$ cat config.mk
export PLATFORM = sky130hd
export DESIGN_NAME = slot_switch_debouncer
export DESIGN_NICKNAME = d
export VERILOG_FILES = /design/src/rtl/slot_pkg.sv /design/src/rtl/debounce_channel.sv /design/src/rtl/slot_switch_debouncer.sv
export SDC_FILE = /design/constraint.sdc
export NUM_CORES = 1
export LEC_CHECK = 0
export ABC_AREA = 1
export CELL_PAD_IN_SITES_DETAIL_PLACEMENT = 0
export CELL_PAD_IN_SITES_GLOBAL_PLACEMENT = 2
export CORE_MARGIN = 5
export CORE_UTILIZATION = 30
export DETAILED_ROUTE_END_ITERATION = 6
export HOLD_SLACK_MARGIN = 0.03
export PLACE_DENSITY_LB_ADDON = 0.1
export SLEW_MARGIN = 20
export SYNTH_ARGS = -nofsm -noshare
export SYNTH_HDL_FRONTEND = slang
export SYNTH_SLANG_ARGS = --single-unit
$ cat constraint.sdc
create_clock -name mainClock -period 1.3 [get_ports mainClock]
set_input_delay 0.195 -clock mainClock [delete_from_list [all_inputs] [get_ports mainClock]]
set_output_delay 0.195 -clock mainClock [all_outputs]
set_load 0.01 [all_outputs]
$ cat src/rtl/slot_pkg.sv
// Shared constants and debounce state encoding for the slot machine switch conditioning.
package slot_pkg;

  localparam int unsigned NUM_SW             = 3;
  localparam int unsigned DEF_TICK_DIV       = 6000;
  localparam int unsigned DEF_DEBOUNCE_TICKS = 20;

  typedef enum logic [1:0] {
    RELEASED     = 2'd0,
    PRESS_PEND   = 2'd1,
    PRESSED      = 2'd2,
    RELEASE_PEND = 2'd3
  } deb_state_e;

endpackage

$ cat src/rtl/debounce_channel.sv
// One switch channel: 2-FF synchroniser, tick-driven debounce FSM with run counter,
// registered level and single-cycle press/release pulses.
module debounce_channel
  import slot_pkg::*;
#(
  parameter int unsigned DEBOUNCE_TICKS = DEF_DEBOUNCE_TICKS
) (
  input  logic clk,
  input  logic reset,
  input  logic tick,
  input  logic sw_n,
  output logic level,
  output logic press_pulse,
  output logic release_pulse
);

  localparam int unsigned CW = $clog2(DEBOUNCE_TICKS + 1);

  logic [1:0]    sync;
  logic          s;
  deb_state_e    state, state_nx;
  logic [CW-1:0] cnt, cnt_nx;
  logic          level_c, press_c, release_c;

  assign s = ~sync[1];

  // Synchroniser idles released (high) out of reset.
  always_ff @(posedge clk) begin
    if (reset) sync <= 2'b11;
    else       sync <= {sync[0], sw_n};
  end

  always_ff @(posedge clk) begin
    if (reset) begin
      state         <= RELEASED;
      cnt           <= '0;
      level         <= 1'b0;
      press_pulse   <= 1'b0;
      release_pulse <= 1'b0;
    end else begin
      state         <= state_nx;
      cnt           <= cnt_nx;
      level         <= level_c;
      press_pulse   <= press_c;
      release_pulse <= release_c;
    end
  end

  // Counter holds the number of consecutive ticks disagreeing with the accepted state.
  always_comb begin
    state_nx  = state;
    cnt_nx    = cnt;
    press_c   = 1'b0;
    release_c = 1'b0;
    if (tick) begin
      case (state)
        RELEASED: begin
          if (s) begin
            if (DEBOUNCE_TICKS == 1) begin
              state_nx = PRESSED;
              cnt_nx   = '0;
              press_c  = 1'b1;
            end else begin
              state_nx = PRESS_PEND;
              cnt_nx   = CW'(1);
            end
          end
        end
        PRESS_PEND: begin
          if (!s) begin
            state_nx = RELEASED;
            cnt_nx   = '0;
          end else if (cnt + CW'(1) == CW'(DEBOUNCE_TICKS)) begin
            state_nx = PRESSED;
            cnt_nx   = '0;
            press_c  = 1'b1;
          end else begin
            cnt_nx = cnt + CW'(1);
          end
        end
        PRESSED: begin
          if (!s) begin
            if (DEBOUNCE_TICKS == 1) begin
              state_nx  = RELEASED;
              cnt_nx    = '0;
              release_c = 1'b1;
            end else begin
              state_nx = RELEASE_PEND;
              cnt_nx   = CW'(1);
            end
          end
        end
        RELEASE_PEND: begin
          if (s) begin
            state_nx = PRESSED;
            cnt_nx   = '0;
          end else if (cnt + CW'(1) == CW'(DEBOUNCE_TICKS)) begin
            state_nx  = RELEASED;
            cnt_nx    = '0;
            release_c = 1'b1;
          end else begin
            cnt_nx = cnt + CW'(1);
          end
        end
        default: begin
          state_nx = RELEASED;
          cnt_nx   = '0;
        end
      endcase
    end
    level_c = (state_nx == PRESSED) || (state_nx == RELEASE_PEND);
  end

endmodule

$ cat src/rtl/slot_switch_debouncer.sv
// Conditions the three active-low slot machine push switches: shared sample tick
// generator feeding one debounce channel per switch.
module slot_switch_debouncer
  import slot_pkg::*;
#(
  parameter int unsigned TICK_DIV       = DEF_TICK_DIV,
  parameter int unsigned DEBOUNCE_TICKS = DEF_DEBOUNCE_TICKS
) (
  input  logic              mainClock,
  input  logic              reset,
  input  logic [NUM_SW-1:0] sw_n,
  output logic [NUM_SW-1:0] sw_level,
  output logic [NUM_SW-1:0] sw_press,
  output logic [NUM_SW-1:0] sw_release
);

  localparam int unsigned TW = $clog2(TICK_DIV);

  logic [TW-1:0] tcnt;
  logic          tick;

  assign tick = (tcnt == TW'(TICK_DIV - 1));

  // Free-running sample tick divider.
  always_ff @(posedge mainClock) begin
    if (reset)     tcnt <= '0;
    else if (tick) tcnt <= '0;
    else           tcnt <= tcnt + TW'(1);
  end

  for (genvar i = 0; i < NUM_SW; i++) begin : g_ch
    debounce_channel #(
      .DEBOUNCE_TICKS(DEBOUNCE_TICKS)
    ) u_ch (
      .clk          (mainClock),
      .reset        (reset),
      .tick         (tick),
      .sw_n         (sw_n[i]),
      .level        (sw_level[i]),
      .press_pulse  (sw_press[i]),
      .release_pulse(sw_release[i])
    );
  end

endmodule

==> out/summary.log <==
INFO  status         outcome=finished with violations
INFO  status         violations=negative setup slack
INFO  detailed_routing route.detailed.vias_per_inst=4.37
INFO  sta            final.hold.worst_slack=417ps
INFO  setup_path     worstSetupEndpointType=flip-flop
INFO  setup_path     timing.critical_path.required=1490ps
INFO  pwr            p_leak=1.36nW
INFO  floorplan      io-pin-count=14
INFO  clocking       cts_sinks=49
INFO  pwr            internal-power=2.21mW
INFO  final_layout   n_antenna_cell=0
INFO  detailed_routing wirelength_routed=5700um
INFO  synthesis      net_count_synth=330
INFO  final_layout   final_cell_mix=64 x nand2_1, 48 x buf_4, 45 x dfxtp_1, 37 x inv_1, 28 x nor2_1
INFO  placement      finalWeightedCongestion=0.719
INFO  clocking       clk_root_buffer_cell=clkbuf_8
INFO  synthesis      yosys_warnings=0
INFO  sta            setup_viol_count_final=43
INFO  final_layout   syn_to_final_growth=43.9%
INFO  final_layout   drive_gt1_frac=0.358
INFO  floorplan      chipHeight=98.0um
INFO  pwr            p_per_area=841nW/um2
INFO  sta            min_period_over_period=1.11
INFO  sta            maxClockFrequency=690MHz
INFO  sta            worst-slew-pin-transition=285ps
INFO  synthesis      netlist_area=2320um2
INFO  synthesis      seq_area_frac_synth=0.423
INFO  pwr            comb_power_share=0.049
INFO  global_routing total_routing_usage_reported_by_global_routing=0.123
INFO  global_routing antenna_found_initial=0
INFO  floorplan      dieArea=9600um2
INFO  run            max-cap-violations=0
INFO  sta            final-hold-violation-count=0
INFO  setup_path     cp.arrival=1640ps
INFO  detailed_routing dr.pass1.iters=5
INFO  pwr            netSwitchingFraction=0.212
INFO  global_routing pin_count_of_the_biggest_net_entering_global_routing=16
INFO  floorplan      die_w=98.0um
INFO  final_layout   layout_commonest_cell=nand2_1
INFO  setup_path     timing_worst_setup_path_type=reg -> reg
INFO  placement      buffer_ports.inserted=13
INFO  final_layout   finish.net_count=394
INFO  hold_path      hold_path_class=reg -> reg
INFO  setup_path     crit_fanout=6
INFO  clocking       tritoncts.num_buffers=5
INFO  floorplan      floorplan.rows=32
INFO  placement      detailedPlacementHpwl=4260um
INFO  clocking       ctsHoldBuffers=0
INFO  synthesis      postSynthRegisterBits=49
INFO  final_layout   final_core_utilization=0.437
INFO  sta            period_minus_slack=1450ps
INFO  clocking       insertion_delay=310ps
INFO  pwr            netsw=0.596mW
INFO  clocking       cts-htree-levels=2
INFO  floorplan      core_area=7650um2
INFO  clocking       cts-root-to-sink-buffers=2
INFO  detailed_routing number_of_nets_still_failing_antenna_checks_after_routing=0
INFO  pwr            worst_ir_drop_vdd=0.294mV
INFO  clocking       tritoncts=built
INFO  pwr            clk_network_pwr_share=0.406
INFO  detailed_routing route.detailed.drc=0
INFO  sta            final-max-slew-violation-count=0
INFO  global_routing first_global_vias=2,080
INFO  detailed_routing routedWlPerCell=11.7um
INFO  pwr            power_frac_seq=0.545
INFO  synthesis      synth_cell_type_count=24
INFO  sta            timing.max_slew.rel_slack=0.810
INFO  global_routing global_route.overflow_total=0
INFO  clocking       clkSlewWorstSetupHoldPaths=90ps
INFO  floorplan      start_util=0.304
INFO  sta            rsz0062_at_grt=yes
INFO  sta            setup_slack=-149ps
INFO  detailed_routing dr_total_vias=2,132
INFO  sta            fin_skew=14.4ps
INFO  synthesis      postSynth.topFlopCell=dfxtp_1
INFO  setup_path     start_kind=flip-flop
INFO  final_layout   final.fill_count=815
INFO  synthesis      async_reset_ff_frac=0
INFO  synthesis      synthCells=321
INFO  synthesis      synth_enable_flop_cells=0
INFO  global_routing global_route_wire_length_before_repair=9780um
INFO  detailed_routing first_iter_violations=57
INFO  synthesis      synthesized_area_per_cell=7.23um2
[repair_timing]
action                     CTS  global route
gates resized for setup     51            34
buffers inserted             8             2
hold endpoints to repair     0             0
setup endpoints to repair   52            43
pin swaps                   17            17
[cell usage after synthesis, types with 3 or more instances]
library cell,count,area share
nand2_1,72,0.12
dfxtp_1,49,0.42
nor2_1,41,0.066
inv_1,39,0.063
nand3_1,27,0.058
a21oi_1,19,0.041
buf_4,11,0.036
nand4_1,10,0.027
o21ai_0,9,0.019
nor3_1,7,0.015
xor2_1,7,0.026
or2_2,6,0.016
ha_1,4,0.022
nor2_4,4,0.019
xnor2_1,3,0.011
[state kept, by name (all words and copies together), names as in the netlist]
signal,cells
g_ch.u_ch.cnt,15
tcnt,13
g_ch.u_ch.state,6
g_ch.u_ch.sync,6
g_ch.u_ch.level,3
g_ch.u_ch.press_pulse,3
g_ch.u_ch.release_pulse,3
[worst max-delay path, stage by stage, from the launching register on]
cell     delay [ps]
dfxtp_2         360
ha_4            150
nand3_4         100
nor2_4          160
nand3_4         180
nand2_4         170
buf_6           140
o22ai_1          70
[power groups by stage]
stage,combinational (mW),sequential [mW],clock [mW]
2_1_floorplan,0.0645,1.56,0
6_report,0.136,1.53,1.14
5_1_grt,0.151,1.53,1.26
3_3_place_gp,0.117,1.56,0
4_1_cts,0.129,1.53,1.19
3_5_place_dp,0.117,1.57,0
[final cells by class]
class | instances | area (um2) | area share
flip-flops and latches | 49 | 986 | 0.295
clock inverters | 1 | 30.0 | 0.00899
multi-input cells | 220 | 1370 | 0.410
repair buffers | 70 | 593 | 0.178
clock buffers | 7 | 86.3 | 0.0259
well taps | 102 | 128 | 0.0382
inverters | 39 | 149 | 0.0446
[path summary, 6_finish.rpt]
path / depth (start not counted) / slack (ps) / startpoint / to
setup / recovery: 7 / -150 / tcnt[0] / g_ch[2].u_ch.state[0]
hold reg to reg: 1 / 420 / g_ch[1].u_ch.sync[0] / g_ch[1].u_ch.sync[1]
setup reg to reg: 7 / -150 / tcnt[0] / g_ch[2].u_ch.state[0]
hold / removal: 1 / 420 / g_ch[1].u_ch.sync[0] / g_ch[1].u_ch.sync[1]
[per-layer routing]
layer / part of all wire / GRT usage
met4: 0.0054 / 0.0309
met1: 0.49 / 0.166
met2: 0.48 / 0.201
met5: 0 / 0
met3: 0.030 / 0.0264
[cells by family (layout without fill, tap and decap cells)]
| logic type | after synthesis | after routing | synth area share |
|---|---|---|---|
| AOI/OAI and AO/OA | 32 | 32 | 0.0717 |
| xor gates and xnor gates | 10 | 10 | 0.0377 |
| adders and majority gates | 4 | 4 | 0.0216 |
| buffers and inverters | 52 | 117 | 0.102 |
| DFF | 49 | 49 | 0.423 |
| and+or+nand+nor | 174 | 174 | 0.344 |
[stage by stage]
step	cell area [um2]	total power [mW]	setup TNS (ps)	setup slack, ps	std cells
6_report	3340	2.81	-4450	-149	488
5_1_grt	3340	2.94	-9240	-250	488
4_1_cts	3220	2.84	-4010	-129	487
3_5_place_dp	2890	1.68	-5220	-231	471
3_3_place_gp	2890	1.68	-4120	-189	471
2_1_floorplan	2370	1.63	-8.27	-4.13	321
No activity file was read; power rests on OpenSTA's default activity.
==> variant 1, RTL diff (same flow settings) <==
Put a register stage on the output `sw_level`, cleared by the reset. The value now appears one clock later. The other outputs are not delayed to match.
--- a/src/rtl/slot_switch_debouncer.sv
+++ b/src/rtl/slot_switch_debouncer.sv
@@ -17,2 +17,4 @@
   localparam int unsigned TW = $clog2(TICK_DIV);
+
+  logic [NUM_SW-1:0] sw_level_d;
 
@@ -38,3 +40,3 @@
       .sw_n         (sw_n[i]),
-      .level        (sw_level[i]),
+      .level        (sw_level_d[i]),
       .press_pulse  (sw_press[i]),
@@ -44,2 +46,10 @@
 
+  always_ff @(posedge mainClock) begin
+    if (reset) begin
+      sw_level <= '0;
+    end else begin
+      sw_level <= sw_level_d;
+    end
+  end
+
 endmodule
Formal check against the unedited RTL: same outputs for any inputs over 10 cycles, from zero or initial values and one cycle with reset high; that may be too few to reach the edited logic, so the function may still have changed.
==> variant 1 against the unedited design <==
  * The run still ends with setup timing left
  * Synthesized area rose by 6.6%
  * Power down 2.3%
  * Clock skew decreased by 0.0077 ns
  * Via count up 11%
  * Routed wire length increased by 6.0%
  * Clock power decreased by 15%
  * Setup slack improved by 0.011 ns
  * Critical path depth rose by 1
  * Final area rose by 4.6%
  * Sequential cell count rose by 3
  * Synthesized cell count rose by 9.7%
  * Count of clock-buffer cells in the layout rose by 1
  * Core utilization down 0.71 points
==> variant 1: results (changes against the unedited design) <==
Final layout
  • Fraction of layout instances using a drive strength above 1: 31.02% (-4.7 points)
  • Final instance area: 0.003495 mm2 (+4.6%)
  • Layout Nets: 440 (+12%)

Global route
  • First-pass GRT wire length: 10290 um (+5.3%)
  • Number of global-route vias before repair: 2322 (+12%)

Pwr
  • Sw Share: 22.80% (+1.6 points)
  • Clk network pwr share: 35.5% (-5.1 points)
  • Flop pwr share: 59.1% (+4.6 points)
  • LEAKAGE: 0.001482 uW (+9.3%)
  • Switching pwr: 625.3 uW (+4.9%)

Outcome
  • Failing checks: setup timing
  • Outcome: complete, but fails checks

Placement
  • DP Worst Slack: -0.1621 ns (+0.06892 ns)
  • Hpwl dp: 4483 um (+5.3%)
  • Routability Congestion: 0.7652 (+6.5%)
  • DP Area: 0.003177 mm2 (+9.9%)

Synth
  • Post-synth net total: 361 (+9.4%)
  • Synth area leaders: dfxtp_1, nand2_1, nor2_1, inv_1, nand3_1
  • Syn Area/Cell: 7.031 um2 (-2.8%)

Timing
  • Setup violations, final: 41 (-4.7%)
  • Final worst slack: -0.1373 ns (+0.01128 ns)
  • Skew final: 0.006653 ns (-0.007719 ns)

Routing
  • Via count: 2356 (+11%)
  • Iteration-0 DRC Markers: 41 (-28%)
  • Router iterations before antenna repair: 4 (-1)
  • WL/cell: 11.25 um (-3.7%)

CTS
  • Post-CTS setup buffers: 4 (-4)
-- variant 1: changes by cell type after synthesis, moves of 4 or more --
cell     change
a21oi_1      -4
xor2_1       -4
o21ai_0      +5
buf_4        -4
nor2_2       +4
nor2_1      +20
-- variant 1: worst paths after layout --
| check | startpoint | to | slack, ns | cells past startpoint |
|---|---|---|---|---|
| max | tcnt[0] | g_ch[2].u_ch.cnt[1] | -0.14 | 8 |
| min | g_ch[2].u_ch.level | sw_level[2] | 0.41 | 2 |
| max reg2reg | tcnt[0] | g_ch[2].u_ch.cnt[1] | -0.14 | 8 |
| min reg2reg | g_ch[2].u_ch.level | sw_level[2] | 0.41 | 2 |
-- variant 1: per-layer routing --
layer / share of wire (%) / wire, um / track usage [%] / up-vias
met1: 50 / 3012 / 16.46 / 1055
met4: 1.1 / 66 / 4.041 / 0
li1: - / - / - / 1276
met5: 0 / 0 / 0 / -
met3: 2.4 / 143 / 2.284 / 7
met2: 47 / 2817 / 21.42 / 18
-- variant 1: cells by family after synthesis --
kind of cell             share of synthesized area (%)
flip-flops                                       42.06
buffers and inverters                            9.453
XOR/XNOR                                         1.416
AO/OA/AOI/OAI                                    6.876
AND/OR/NAND/NOR                                  38.17
adder cells (fa/ha/maj)                          2.022
-- variant 1: worst register-to-register path: stages (launching register included) --
cell,delay [ns]
dfxtp_2,0.36
ha_4,0.17
nand3_2,0.12
nor2_4,0.12
nand3_4,0.15
nor2_4,0.22
nand2_1,0.07
o21ai_1,0.08
nor2_1,0.05
-- variant 1: layout make-up --
class,count,area share [%]
repair buffers,82,19.12
flip-flops and latches,52,30.00
multi-input cells,247,39.92
well taps,105,3.759
clock buffers,8,2.578
inverters,43,4.619
==> variant 2, RTL diff (same settings) <==
Made on the original files. Change the package constant `DEF_TICK_DIV` from 6000 to 3000.
--- a/src/rtl/slot_pkg.sv
+++ b/src/rtl/slot_pkg.sv
@@ -4,3 +4,3 @@
   localparam int unsigned NUM_SW             = 3;
-  localparam int unsigned DEF_TICK_DIV       = 6000;
+  localparam int unsigned DEF_TICK_DIV       = 3000;
   localparam int unsigned DEF_DEBOUNCE_TICKS = 20;
Function: no difference found for any inputs over 10 cycles, from zero or initial values and one cycle with reset high; that may be too few to reach the edited logic, so the function may still have changed.
==> variant 2 against the unedited design <==
  * The run still ends with setup timing left
  * Power shrank 8.0%
  * Setup slack better by 0.067 ns
  * Fmax grew 4.8%
  * Highest routed layer unchanged
  * Synthesized area is 1.6% higher
  * Sequential cell count down 1
  * Sequential share of layout area up 0.73 points
  * Largest power group unchanged
  * Critical endpoint is now g_ch[2].u_ch.cnt[0]
  * Final area shrank 4.2%
  * Routed wire length fell by 3.3%
  * Clock skew fell by 0.0087 ns
==> variant 2: results (changes against the unedited design) <==
Outcome
  • Failing checks: setup timing
  • Outcome: complete, but fails checks

Routing
  • Highest Signal Layer: met4
  • Final wirelength: 5510 um (-3.3%)
  • Router iterations before antenna repair: 4 (-1)
  • Met1 WL: 2825 um (+1.8%)
  • Met3 wire len: 138 um (-19%)
  • Iteration-0 DRC Markers: 56 (-1.8%)
  • Vias per cell: 4.368 (about the same)
  • Routed length on met2: 2481 um (-8.9%)

Synth
  • Compound-gate portion of the synthesized area: 7.378% (+0.21 points)
  • Distinct cells, synth: 28 (+17%)
  • Synth Area in XOR/XNOR: 1.486% (-2.3 points)
  • Ys Warns: 0 (unchanged)
  • Async SR Flop Fraction: 0% (unchanged)
  • Sequential area share after synthesis: 40.76% (-1.5 points)
  • Post-synth net total: 339 (+2.7%)
  • Commonest cells in the netlist: nand2_1, dfxtp_1, nor2_1
  • Adder-cell share of the synthesized area: 2.123% (-0.033 points)
  • Mux cell area share after synthesis: 0% (unchanged)
  • Synth area leaders: dfxtp_1, nand2_1, nor2_1, inv_1, nand3_1

Timing
  • Setup violations, final: 21 (-51%)
  • Final worst slack: -0.08193 ns (+0.06666 ns)
  • Skew final: 0.005655 ns (-0.008716 ns)
  • Slew headroom: 72.46% (-8.5 points)

Final layout
  • Largest regs: g_ch.u_ch.cnt (15), tcnt (12)
  • Multi-input gate area: 0.001348 mm2 (-1.5%)
  • FILL cells: 819 (+0.49%)
  • Layout Nets: 393 (-0.25%)
  • Fraction of layout instances using a drive strength above 1: 33.51% (-2.2 points)
  • # diodes: 0 (unchanged)

Min path
  • Min-delay worst type: reg -> reg
  • Hold Path Cell Cnt: 1 (unchanged)

Pwr
  • VDD IR max: 0.3832 mV (+30%)
  • LEAKAGE: 0.001389 uW (+2.4%)

Critical path
  • Worst reg2reg path depth: 8 (+1)
  • Crit Path Max Fanout: 6 (unchanged)
  • Delay-heaviest family, CP: simple AND/OR/NAND/NOR gates
  • Critical path arrival: 1.59 ns (-0.05 ns)
  • Slowest CP cell: dfxtp_2

Placement
  • DP Area: 0.002929 mm2 (+1.3%)
  • Hpwl dp: 4209 um (-1.1%)
  • Routability Congestion: 0.7494 (+4.3%)
  • DP Worst Slack: -0.1452 ns (+0.08581 ns)
  • IO buf count: 13 (unchanged)

Global route
  • M3 GR Usage: 2.760% (+0.12 points)
  • Largest net degree at the start of global routing: 16 (unchanged)
  • Antenna violations before repair: 0 (unchanged)
  • Number of global-route vias before repair: 2001 (-3.8%)
  • Met1 Usage GRT: 15.93% (-0.63 points)
  • First-pass GRT wire length: 9197 um (-5.9%)
  • M2 GR Usage: 18.15% (-2.0 points)
  • Total Routing Usage GR: 11.62% (-0.69 points)

Run
  • Max Cap Viol: 0 (unchanged)

CTS
  • Worst skew pair latency: 0.30 ns
  • TritonCTS Buffers: 5 (unchanged)
  • Clk slew on worst S/H paths: 0.09 ns (about the same)
  • CTS root buf: clkbuf_8
  • CTS H-tree lvls: 2 (unchanged)
  • CTS max path bufs: 2 (unchanged)
variant 2: changes by cell type after synthesis, sizes merged, moves of 3 or more:
cell,delta
nor2,+8
nand2,-4
xor2,-4
a21oi,+3
nor3,+3
o21ai,+3
variant 2: repair_timing:
| item | 4_1_cts | 5_1_grt |
|---|---|---|
| setup endpoints to repair | 47 | 41 |
| setup buffers | 1 | 2 |
| pin swaps | 10 | 12 |
| gates resized for setup | 33 | 28 |
variant 2: report_power, final:
| part | switching, uW | internal (uW) | total [uW] |
|---|---|---|---|
| clock network | 531 | 436 | 968 |
| registers | 11.3 | 1490 | 1500 |
| logic | 60.0 | 57.8 | 118 |
variant 2: path summary, 6_finish.rpt:
kind	from	to
max	tcnt[1]	g_ch[2].u_ch.cnt[0]
min	g_ch[1].u_ch.sync[0]	g_ch[1].u_ch.sync[1]
max reg2reg	tcnt[1]	g_ch[2].u_ch.cnt[0]
min reg2reg	g_ch[1].u_ch.sync[0]	g_ch[1].u_ch.sync[1]
variant 2: cell type report:
cell class | instances | share of cell area, %
Clock buffer | 6 | 2.580
Clock inverter | 2 | 0.4300
Inverter | 39 | 4.574
Multi-Input combinational cell | 228 | 42.10
Sequential cell | 48 | 30.26
Tap cell | 102 | 3.987
Timing Repair Buffer | 62 | 16.07
variant 2: metrics by stage:
| step | instances | hold WS, ns | total power (uW) | setup TNS [ns] |
|---|---|---|---|---|
| floorplan | 330 | 0.2988 | 1592 | 0 |
| global placement | 476 | 0.3921 | 1651 | -1.239 |
| detailed placement | 476 | 0.3988 | 1650 | -1.626 |
| CTS | 485 | 0.4229 | 2642 | -1.372 |
| global route | 487 | 0.4430 | 2737 | -4.021 |
| finish | 487 | 0.4176 | 2583 | -0.9557 |
